--- config.mk ---
export PLATFORM = sky130hd
export DESIGN_NAME = backend_seq_ctrl
export DESIGN_NICKNAME = d
export VERILOG_FILES = /design/src/rtl/backend_seq_pkg.sv /design/src/rtl/edge_sync.sv /design/src/rtl/backend_seq_ctrl.sv
export SDC_FILE = /design/constraint.sdc
export NUM_CORES = 1
export LEC_CHECK = 0
export CAP_MARGIN = 20
export CORE_AREA = 4 4 76 78
export CTS_CLUSTER_DIAMETER = 200
export DETAILED_ROUTE_END_ITERATION = 8
export DIE_AREA = 0 0 80 82
export GPL_ROUTABILITY_DRIVEN = 0
export PLACE_DENSITY = 0.81
export SLEW_MARGIN = 10
export SYNTH_ARGS = -nofsm -noshare
export SYNTH_HDL_FRONTEND = slang
export SYNTH_SLANG_ARGS = --single-unit
--- constraint.sdc ---
create_clock -name i_clk -period 4.4 [get_ports i_clk]
set_input_delay 0.88 -clock i_clk [delete_from_list [all_inputs] [get_ports i_clk]]
set_output_delay 0.88 -clock i_clk [all_outputs]
set_load 0.01 [all_outputs]
--- src/rtl/backend_seq_pkg.sv ---
// Shared types and constants for the analog-backend power-up sequencer.
package backend_seq_pkg;

  typedef enum logic [2:0] {
    StIdle,
    StLoad,
    StVcoWait,
    StChRel,
    StRdyWait,
    StMeas,
    StDone
  } seq_state_e;

  localparam int unsigned SyncDepth = 2;

  function automatic int unsigned max_u(input int unsigned a, input int unsigned b);
    return (a > b) ? a : b;
  endfunction

endpackage

--- src/rtl/edge_sync.sv ---
// Multi-flop synchroniser for an asynchronous pin, plus a one-cycle rising-edge pulse.
module edge_sync
  import backend_seq_pkg::*;
(
  input  logic clk_i,
  input  logic rst_i,
  input  logic d_i,
  output logic pulse_o
);

  logic [SyncDepth-1:0] sync_q;
  logic                 last_q;

  always_ff @(posedge clk_i or posedge rst_i) begin
    if (rst_i) begin
      sync_q <= '0;
      last_q <= 1'b0;
    end else begin
      sync_q <= {sync_q[SyncDepth-2:0], d_i};
      last_q <= sync_q[SyncDepth-1];
    end
  end

  assign pulse_o = sync_q[SyncDepth-1] & ~last_q;

endmodule

--- src/rtl/backend_seq_ctrl.sv ---
// Power-up sequencer: serial gain load, staggered VCO/channel reset release, ready,
// then VCO frequency measurement over a fixed reference window with re-measure on request.
module backend_seq_ctrl
  import backend_seq_pkg::*;
#(
  parameter int unsigned N_CH      = 2,
  parameter int unsigned GAIN_W    = 3,
  parameter int unsigned VCO_DLY   = 2,
  parameter int unsigned CH_DLY    = 10,
  parameter int unsigned STAGGER   = 0,
  parameter int unsigned READY_DLY = 10,
  parameter int unsigned WIN       = 1024,
  parameter int unsigned CNT_W     = 12
) (
  input  logic                     i_clk,
  input  logic                     i_resetAll,
  input  logic                     i_sclk,
  input  logic                     i_sdin,
  input  logic                     i_vco_clk,
  input  logic                     i_remeasure,
  output logic                     o_ready,
  output logic                     o_resetb_vco,
  output logic [N_CH-1:0]          o_resetb_ch,
  output logic [N_CH*GAIN_W-1:0]   o_gain,
  output logic [CNT_W-1:0]         o_vco_count,
  output logic                     o_count_valid
);

  localparam int unsigned Bits   = N_CH * GAIN_W;
  localparam int unsigned BitW   = (Bits > 1) ? $clog2(Bits) : 1;
  localparam int unsigned DlyMax = max_u(max_u(VCO_DLY, CH_DLY + STAGGER * (N_CH - 1)),
                                         max_u(READY_DLY, WIN));
  localparam int unsigned DlyW   = $clog2(DlyMax + 1);

  localparam logic [BitW-1:0]  BitLast = BitW'(Bits - 1);
  localparam logic [DlyW-1:0]  VcoLast = DlyW'(VCO_DLY - 1);
  localparam logic [DlyW-1:0]  ChLast  = DlyW'(CH_DLY - 1 + STAGGER * (N_CH - 1));
  localparam logic [DlyW-1:0]  RdyLast = DlyW'(READY_DLY - 1);
  localparam logic [DlyW-1:0]  WinLast = DlyW'(WIN - 1);
  localparam logic [CNT_W-1:0] CntMax  = {CNT_W{1'b1}};

  seq_state_e           state_q;
  logic [Bits-1:0]      shreg_q;
  logic [BitW-1:0]      bit_idx_q;
  logic [DlyW-1:0]      dly_q;
  logic [CNT_W-1:0]     vcnt_q;
  logic [SyncDepth-1:0] sdin_sync_q;
  logic                 sclk_ev;
  logic                 vco_ev;
  logic                 sdin_s;

  edge_sync u_sclk_sync (
    .clk_i  (i_clk),
    .rst_i  (i_resetAll),
    .d_i    (i_sclk),
    .pulse_o(sclk_ev)
  );

  edge_sync u_vco_sync (
    .clk_i  (i_clk),
    .rst_i  (i_resetAll),
    .d_i    (i_vco_clk),
    .pulse_o(vco_ev)
  );

  // Data takes the same flop depth as the clock pulse, so it lines up with sclk_ev.
  always_ff @(posedge i_clk or posedge i_resetAll) begin
    if (i_resetAll) sdin_sync_q <= '0;
    else            sdin_sync_q <= {sdin_sync_q[SyncDepth-2:0], i_sdin};
  end
  assign sdin_s = sdin_sync_q[SyncDepth-1];

  always_ff @(posedge i_clk or posedge i_resetAll) begin
    if (i_resetAll) begin
      state_q       <= StIdle;
      shreg_q       <= '0;
      bit_idx_q     <= '0;
      dly_q         <= '0;
      vcnt_q        <= '0;
      o_ready       <= 1'b0;
      o_resetb_vco  <= 1'b0;
      o_resetb_ch   <= '0;
      o_gain        <= '0;
      o_vco_count   <= '0;
      o_count_valid <= 1'b0;
    end else begin
      unique case (state_q)
        StIdle: state_q <= StLoad;
        StLoad: begin
          if (sclk_ev) begin
            shreg_q <= {sdin_s, shreg_q[Bits-1:1]};
            if (bit_idx_q == BitLast) begin
              o_gain    <= {sdin_s, shreg_q[Bits-1:1]};
              bit_idx_q <= '0;
              dly_q     <= '0;
              state_q   <= StVcoWait;
            end else begin
              bit_idx_q <= bit_idx_q + BitW'(1);
            end
          end
        end
        StVcoWait: begin
          if (dly_q == VcoLast) begin
            o_resetb_vco <= 1'b1;
            dly_q        <= '0;
            state_q      <= StChRel;
          end else begin
            dly_q <= dly_q + DlyW'(1);
          end
        end
        StChRel: begin
          for (int k = 0; k < int'(N_CH); k++) begin
            if (dly_q == DlyW'(CH_DLY - 1 + k * STAGGER)) o_resetb_ch[k] <= 1'b1;
          end
          if (dly_q == ChLast) begin
            dly_q   <= '0;
            state_q <= StRdyWait;
          end else begin
            dly_q <= dly_q + DlyW'(1);
          end
        end
        StRdyWait: begin
          if (dly_q == RdyLast) begin
            o_ready <= 1'b1;
            dly_q   <= '0;
            vcnt_q  <= CNT_W'(vco_ev);  // the window's first edge counts
            state_q <= StMeas;
          end else begin
            dly_q <= dly_q + DlyW'(1);
          end
        end
        StMeas: begin
          if (dly_q == WinLast) begin
            o_vco_count   <= vcnt_q;
            o_count_valid <= 1'b1;
            state_q       <= StDone;
          end else begin
            dly_q <= dly_q + DlyW'(1);
            if (vco_ev && vcnt_q != CntMax) vcnt_q <= vcnt_q + CNT_W'(1);
          end
        end
        StDone: begin
          if (i_remeasure) begin
            o_count_valid <= 1'b0;
            dly_q         <= '0;
            vcnt_q        <= CNT_W'(vco_ev);
            state_q       <= StMeas;
          end
        end
        default: state_q <= StIdle;
      endcase
    end
  end

endmodule

==> impl_results.rst <==
.. list-table::
   :header-rows: 1

   * - Metric
     - Value
   * - 1st-iter DRT viols
     - 177
   * - Count of flip-flops with a built-in enable after synthesis
     - 0
   * - Die outline area
     - 6560 um^2
   * - Final Non-Filler Cells
     - 368
   * - RSZ-0062 raised after global routing
     - no
   * - Slowest cell on crit path
     - dfrtp_1
   * - H-tree levels
     - 3
   * - Sort of element at the end of the critical path
     - register
   * - Post-layout util
     - 68.1%
   * - Final critical-path share of the clock period
     - 54.0%
   * - Sequential fraction of the synthesis area
     - 53.3%
   * - Via density per instance
     - 5.74
   * - Total of warnings raised by yosys
     - 0
   * - Average wire per cell in the routed design
     - 14.9 um
   * - Worst slack, placed
     - 1.73 ns
   * - CP max stage delay
     - 0.64 ns
   * - Final total negative setup slack
     - 0 ns
   * - Share of the synthesized area in the top cell type
     - 53.3%
   * - Area inside the core boundary
     - 5070 um^2
   * - Antenna diodes
     - 0
   * - Tightest Pin Transition
     - 0.944 ns
   * - Power density over the cells
     - 308 nW/um^2
   * - Chip width
     - 80 um
   * - Num rows
     - 26
   * - Worst clock skew
     - 0.00949 ns
   * - Post-synthesis area per instance
     - 11.2 um^2
   * - Port bufs
     - 28
   * - Library cell with the highest instance count after synthesis
     - dfrtp_1
   * - Overall die height
     - 82 um
   * - Hold-fix buffers at CTS
     - 0
   * - Critical hold path startpoint
     - u_sclk_sync.sync_q[0]
   * - TritonCTS clock tree
     - yes
   * - Number of top-level design ports
     - 29
   * - Fraction of final layout cells with drive strength greater than 1
     - 17.1%
   * - Most frequent cells after synthesis
     - 64 x dfrtp_1, 25 x mux2_2, 22 x nand2_1, 15 x nor2_1, 13 x nand3_1
   * - Cell area after technology mapping
     - 3010 um^2
   * - Overall fraction of global-route tracks in use
     - 20.2%
   * - Clock-pin slew reported for the worst setup and hold paths after clock tree synthesis
     - 0.08 ns
   * - Startpoint of the most critical register-to-register path
     - state_q[2]
   * - Length in cells of the worst reg-to-reg path
     - 5
   * - Total routed wirelength
     - 5470 um
   * - Post-synthesis cell count
     - 268
   * - Critical Path, Cell by Cell
     - and3b_1, and4_4, or3b_1, nor2_1, a22o_1
   * - Via count of the first global-routing pass
     - 2117
   * - CP Class
     - register to register
   * - # resized after CTS
     - 0
   * - Smallest setup slack after layout
     - 2.03 ns
   * - Flip-flop cell with the highest count after synthesis
     - dfrtp_1
   * - Min-delay worst type
     - register to register
   * - Final Critical Period
     - 2.37 ns
   * - Number of hold violations in the final report
     - 0
   * - Total number of nets in the final design
     - 302
   * - Routed Antenna Nets
     - 0
   * - FFs w/ async S/R, synth
     - 100%
   * - Clock latency reported for the late side of the worst-skew pair
     - 0.35 ns
   * - Pin count of the biggest net entering global routing
     - 40
   * - Max-slew headroom
     - 37.1%
   * - Area after DPL
     - 3280 um^2
   * - Final routed DRC violation total
     - 0
   * - WHS Path Cells
     - 0
   * - Arrival time reported for the critical path endpoint
     - 2.61 ns
   * - Register-to-register setup slack
     - 2.03 ns
   * - Terminus of the critical flop-to-flop path
     - dly_q[1]
   * - Distinct cell type count of the synthesized netlist
     - 45
   * - Synth area leaders
     - dfrtp_1 53%, mux2_2 9.4%, nand2_1 2.7%
   * - Number of detailed-routing iterations run before antenna repair
     - 4
   * - Final instance area
     - 3460 um^2
   * - Synthesis-stage register bit count
     - 64
   * - Worst hold margin
     - 0.352 ns
   * - Final Power
     - 1.07 mW
   * - Cell family contributing the most delay on the critical path
     - simple AND/OR/NAND/NOR gates
   * - Post-Synthesis Net Count
     - 277
   * - CP bufs+invs
     - 0
   * - Number of sinks handled by clock tree synthesis
     - 64
   * - Buffer depth of the longest clock path
     - 2
   * - Leakage Power
     - 1.52 nW
   * - CP max FO
     - 16
   * - Wire length of the first global-routing pass
     - 10000 um
   * - IR drop worst, VDD
     - 0.220 mV
   * - Number of endpoints failing setup at the final stage
     - 0
   * - Required time at the worst-slack endpoint
     - 4.63 ns
   * - Sink of the worst hold path
     - u_sclk_sync.sync_q[1]
   * - Fmax
     - 0.421 GHz
   * - Initial antenna violation count
     - 0
   * - Launching element type of the critical path
     - register
   * - Number of max-capacitance violations reported
     - 0
   * - Number of CTS-inserted buffers
     - 9
   * - Setup Buffers After CTS
     - 0
   * - Starting density of the core
     - 59.2%
   * - Root Driver
     - clkbuf_8
   * - Via count
     - 2111
   * - Final slew viol count
     - 0
   * - DP HPWL
     - 3810 um
   * - Layout Area Growth over Synthesis
     - 15.0%
   * - Grt ovf
     - 0
   * - Cell total after placement
     - 352
   * - Outcome
     - finished, final reports clean
   * - Leading area contributor after synthesis
     - dfrtp_1
-- layout by cell type (no fill, tap or decap), types with 5 or more instances in the layout --
cell	synthesis	layout
nand3_1	13	13
a31oi_1	11	11
a22o_1	7	7
dfrtp_1	64	64
and4_1	5	5
mux2_2	25	25
o21ai_0	9	9
nor2b_1	6	6
clkdlybuf4s50_1	0	28
xnor2_1	6	6
clkbuf_8	0	9
nand2_1	22	22
a21oi_1	9	9
nor2_1	15	15
-- kinds of logic (layout without fill, tap and decap cells) --
group	after synthesis	after routing	synth area share, %
AND/OR/NAND/NOR	89	89	16.0
AO/OA/AOI/OAI	58	58	13.4
flip-flops	64	64	53.3
buffers and inverters	20	50	4.08
multiplexers	26	26	9.70
XOR/XNOR	8	8	2.33
adder cells (fa/ha/maj)	3	3	1.25
-- power by group --
group | switching (mW) | internal, mW
clock | 0.244 | 0.210
sequential | 0.00119 | 0.592
combinational | 0.0127 | 0.00532
-- routing by layer --
metal  track usage (%)  routed length [um]  vias to the layer above
li1                  -                   -                     1027
met1              26.1                2510                     1022
met2              30.5                2560                       50
met3              6.25                 274                       12
met4              11.0                 128                        0
met5                 0                   0                        -
-- final cells by class --
cell class	instances	area [um^2]
clock buffers	9	124
clock inverters	7	55.1
fillers	393	1620
inverters	5	18.8
multi-input cells	184	1280
flip-flops and latches	64	1600
well taps	70	87.6
repair buffers	29	288
-- flip-flops by register name (all words and copies together) (netlist names) --
name and count:
state_q 3, u_sclk_sync.sync_q 2, shreg_q 5, o_vco_count 12
u_vco_sync.sync_q 2, vcnt_q 12, o_gain 6, o_resetb_ch 1
o_count_valid 1, o_ready 1, dly_q 11, o_resetb_vco 1
u_sclk_sync.last_q 1, sdin_sync_q 2, u_vco_sync.last_q 1, bit_idx_q 3
-- how the worst max path moves through the flow --
stage / from / endpoint / slack, ns / depth (start not counted)
6_report: state_q[2] / dly_q[1] / 2.03 / 5
3_5_place_dp: i_remeasure / vcnt_q[8] / 1.73 / 6
3_3_place_gp: i_remeasure / vcnt_q[1] / 1.77 / 6
4_1_cts: state_q[2] / dly_q[1] / 2.02 / 5
5_1_grt: state_q[2] / vcnt_q[5] / 1.85 / 5
2_1_floorplan: i_resetAll / bit_idx_q[0] / 1.92 / 1
Note: power is estimated with default switching activity, not from simulation.
==> patch, RTL diff (same settings) <==
Encoding of `seq_state_e`: now one-hot (7 bits for 7 states).
--- a/src/rtl/backend_seq_pkg.sv
+++ b/src/rtl/backend_seq_pkg.sv
@@ -1,14 +1,14 @@
 // Shared types and constants for the analog-backend power-up sequencer.
 package backend_seq_pkg;
 
-  typedef enum logic [2:0] {
-    StIdle,
-    StLoad,
-    StVcoWait,
-    StChRel,
-    StRdyWait,
-    StMeas,
-    StDone
+  typedef enum logic [6:0] {
+    StIdle    = 7'b0000001,
+    StLoad    = 7'b0000010,
+    StVcoWait = 7'b0000100,
+    StChRel   = 7'b0001000,
+    StRdyWait = 7'b0010000,
+    StMeas    = 7'b0100000,
+    StDone    = 7'b1000000
   } seq_state_e;
 
   localparam int unsigned SyncDepth = 2;
Behaviour: same outputs for any inputs over 10 cycles, from zero or initial values and one cycle with i_resetAll high; not proved beyond that.
==> patch against the unedited design <==
  * Sequential share of layout area shrank 1.6 points
  * Sequential cell count grew 4
  * Final cell count grew 16%
  * Final area grew 10%
  * Setup slack lost 640 ps
  * Area after synthesis grew 8.7%
  * Largest cell class unchanged
  * Routed wire length grew 25%
  * Hold slack gained 2.8 ps
Power is not compared: it rests on default switching activity, and its combinational part moved more than twofold at a synthesized area within 25%.
==> patch: results (changes against the unedited design) <==
dp_hpwl_um: 4690  # +23%
reg2reg_from: "state_q[3]$_DFFE_PP0P_"
vias: 2644  # +25%
reg2reg_to: "vcnt_q[0]$_DFFE_PP0P_"
num-nonclk-buffers: 30  # +3.4%
wl_met3_um: 384  # +40%
ir_drop_mv: 0.293
wl_met2_um: 3360  # +31%
slew_headroom_pct: 38.9  # +1.8 points
outcome: "finished, final reports clean"
buffer_area_share_pct: 7.75  # -0.58 points
reg2reg_slack_ps: 1390  # -640 ps
clockBufferDepth: 2  # unchanged
grt.met2_usage_pct: 37.7  # +7.1 points
reg2reg_depth: 6  # +1
synth_nets: 332  # +20%
skew_ps: 6.56  # -2.93 ps
post-place-ws_ps: 1480  # -243 ps
ys_seq_elements: 68  # +6.3%
grt_pass1_wl_um: 11500  # +15%
stdcell_count: 426  # +16%
cp_slowest_stage_delay_ps: 590  # -50 ps
place_area_um2: 3590  # +9.6%
synth_compound_area_share_pct: 12.4  # -1.0 points
multi_input_area_um2: 1490  # +16%
synth_mux_area_share_pct: 6.85  # -2.8 points
first_pass_iters: 5  # +1
multi_input_comb_cells: 236  # +28%
seq_share_pct: 44.7  # -1.6 points
ys_types: 52  # +16%
synthTopCellsByCount: "dfrtp_1 (67), nand2_1 (41), o21ai_0 (34)"
path_max_fanout: 17  # +1
final-clk-cell-share_pct: 5.71  # +0.54 points
yosysSeqAreaShare_pct: 52.1  # -1.2 points
drt_iter0_drc: 242  # +37%
min_from: "sdin_sync_q[0]$_DFF_PP0_"
final_net_count: 360  # +19%
whs_ps: 354  # +2.81 ps
synth_cells: 323  # +21%
synth.area.top_cells: "dfrtp_1 (51%), mux2_2 (6.5%), o21ai_0 (5.2%)"
nClkBuffers: 12  # +3
track_usage_pct: 23.0  # +2.8 points
grt_pass1_vias: 2523  # +19%
nonClockInverterCount: 6  # +1
drive_above_1_share_pct: 12.9  # -4.2 points
synth_fa_ha_area_share_pct: 1.15  # -0.10 points
drt-wirelength-per-cell_um: 16.0  # +7.7%
met1_length_um: 2920  # +16%
critPathSlowestCell: "nand3_1"
fin_crit_sh_pct: 68.5  # +15 points
grt_max_degree: 47  # +18%
cp.arrival_ps: 3250  # +640 ps
worstHoldEndpoint: "sdin_sync_q[1]$_DFF_PP0_"
synth_xor_xnor_area_share_pct: 1.34  # -0.99 points
patch: changes by cell type in the layout (fill, tap and decap cells not counted), moves of 5 or more:
cell and delta:
o21ai_0 +25, nand2_1 +19, nor2_1 +9, a22o_1 -7, mux2_2 -6, nand4_1 +6
and4_1 -5, nor4b_1 +5
patch: worst reg2reg max path, cell delays in order, from the launching register on:
cell	delay [ps]
dfrtp_1	580
nor4_4	400
nand3_1	590
nor2_2	600
a21oi_1	300
nor2b_1	240
a311oi_1	200
patch: cells by family (layout without fill, tap and decap cells):
| logic type | count (synthesis) | count (layout) |
|---|---|---|
| muxes | 20 | 20 |
| and+or+nand+nor | 140 | 140 |
| buffers and inverters | 19 | 52 |
| AOI/OAI and AO/OA | 68 | 68 |
| DFF | 68 | 68 |
| adders and majority gates | 3 | 3 |
| xor gates and xnor gates | 5 | 5 |
patch: where the power goes:
group | total (W) | switching (W) | internal, W
clock | 0.000565 | 0.000231 | 0.000334
sequential | 0.000842 | 0.000120 | 0.000722
combinational | 0.000309 | 0.000159 | 0.000150
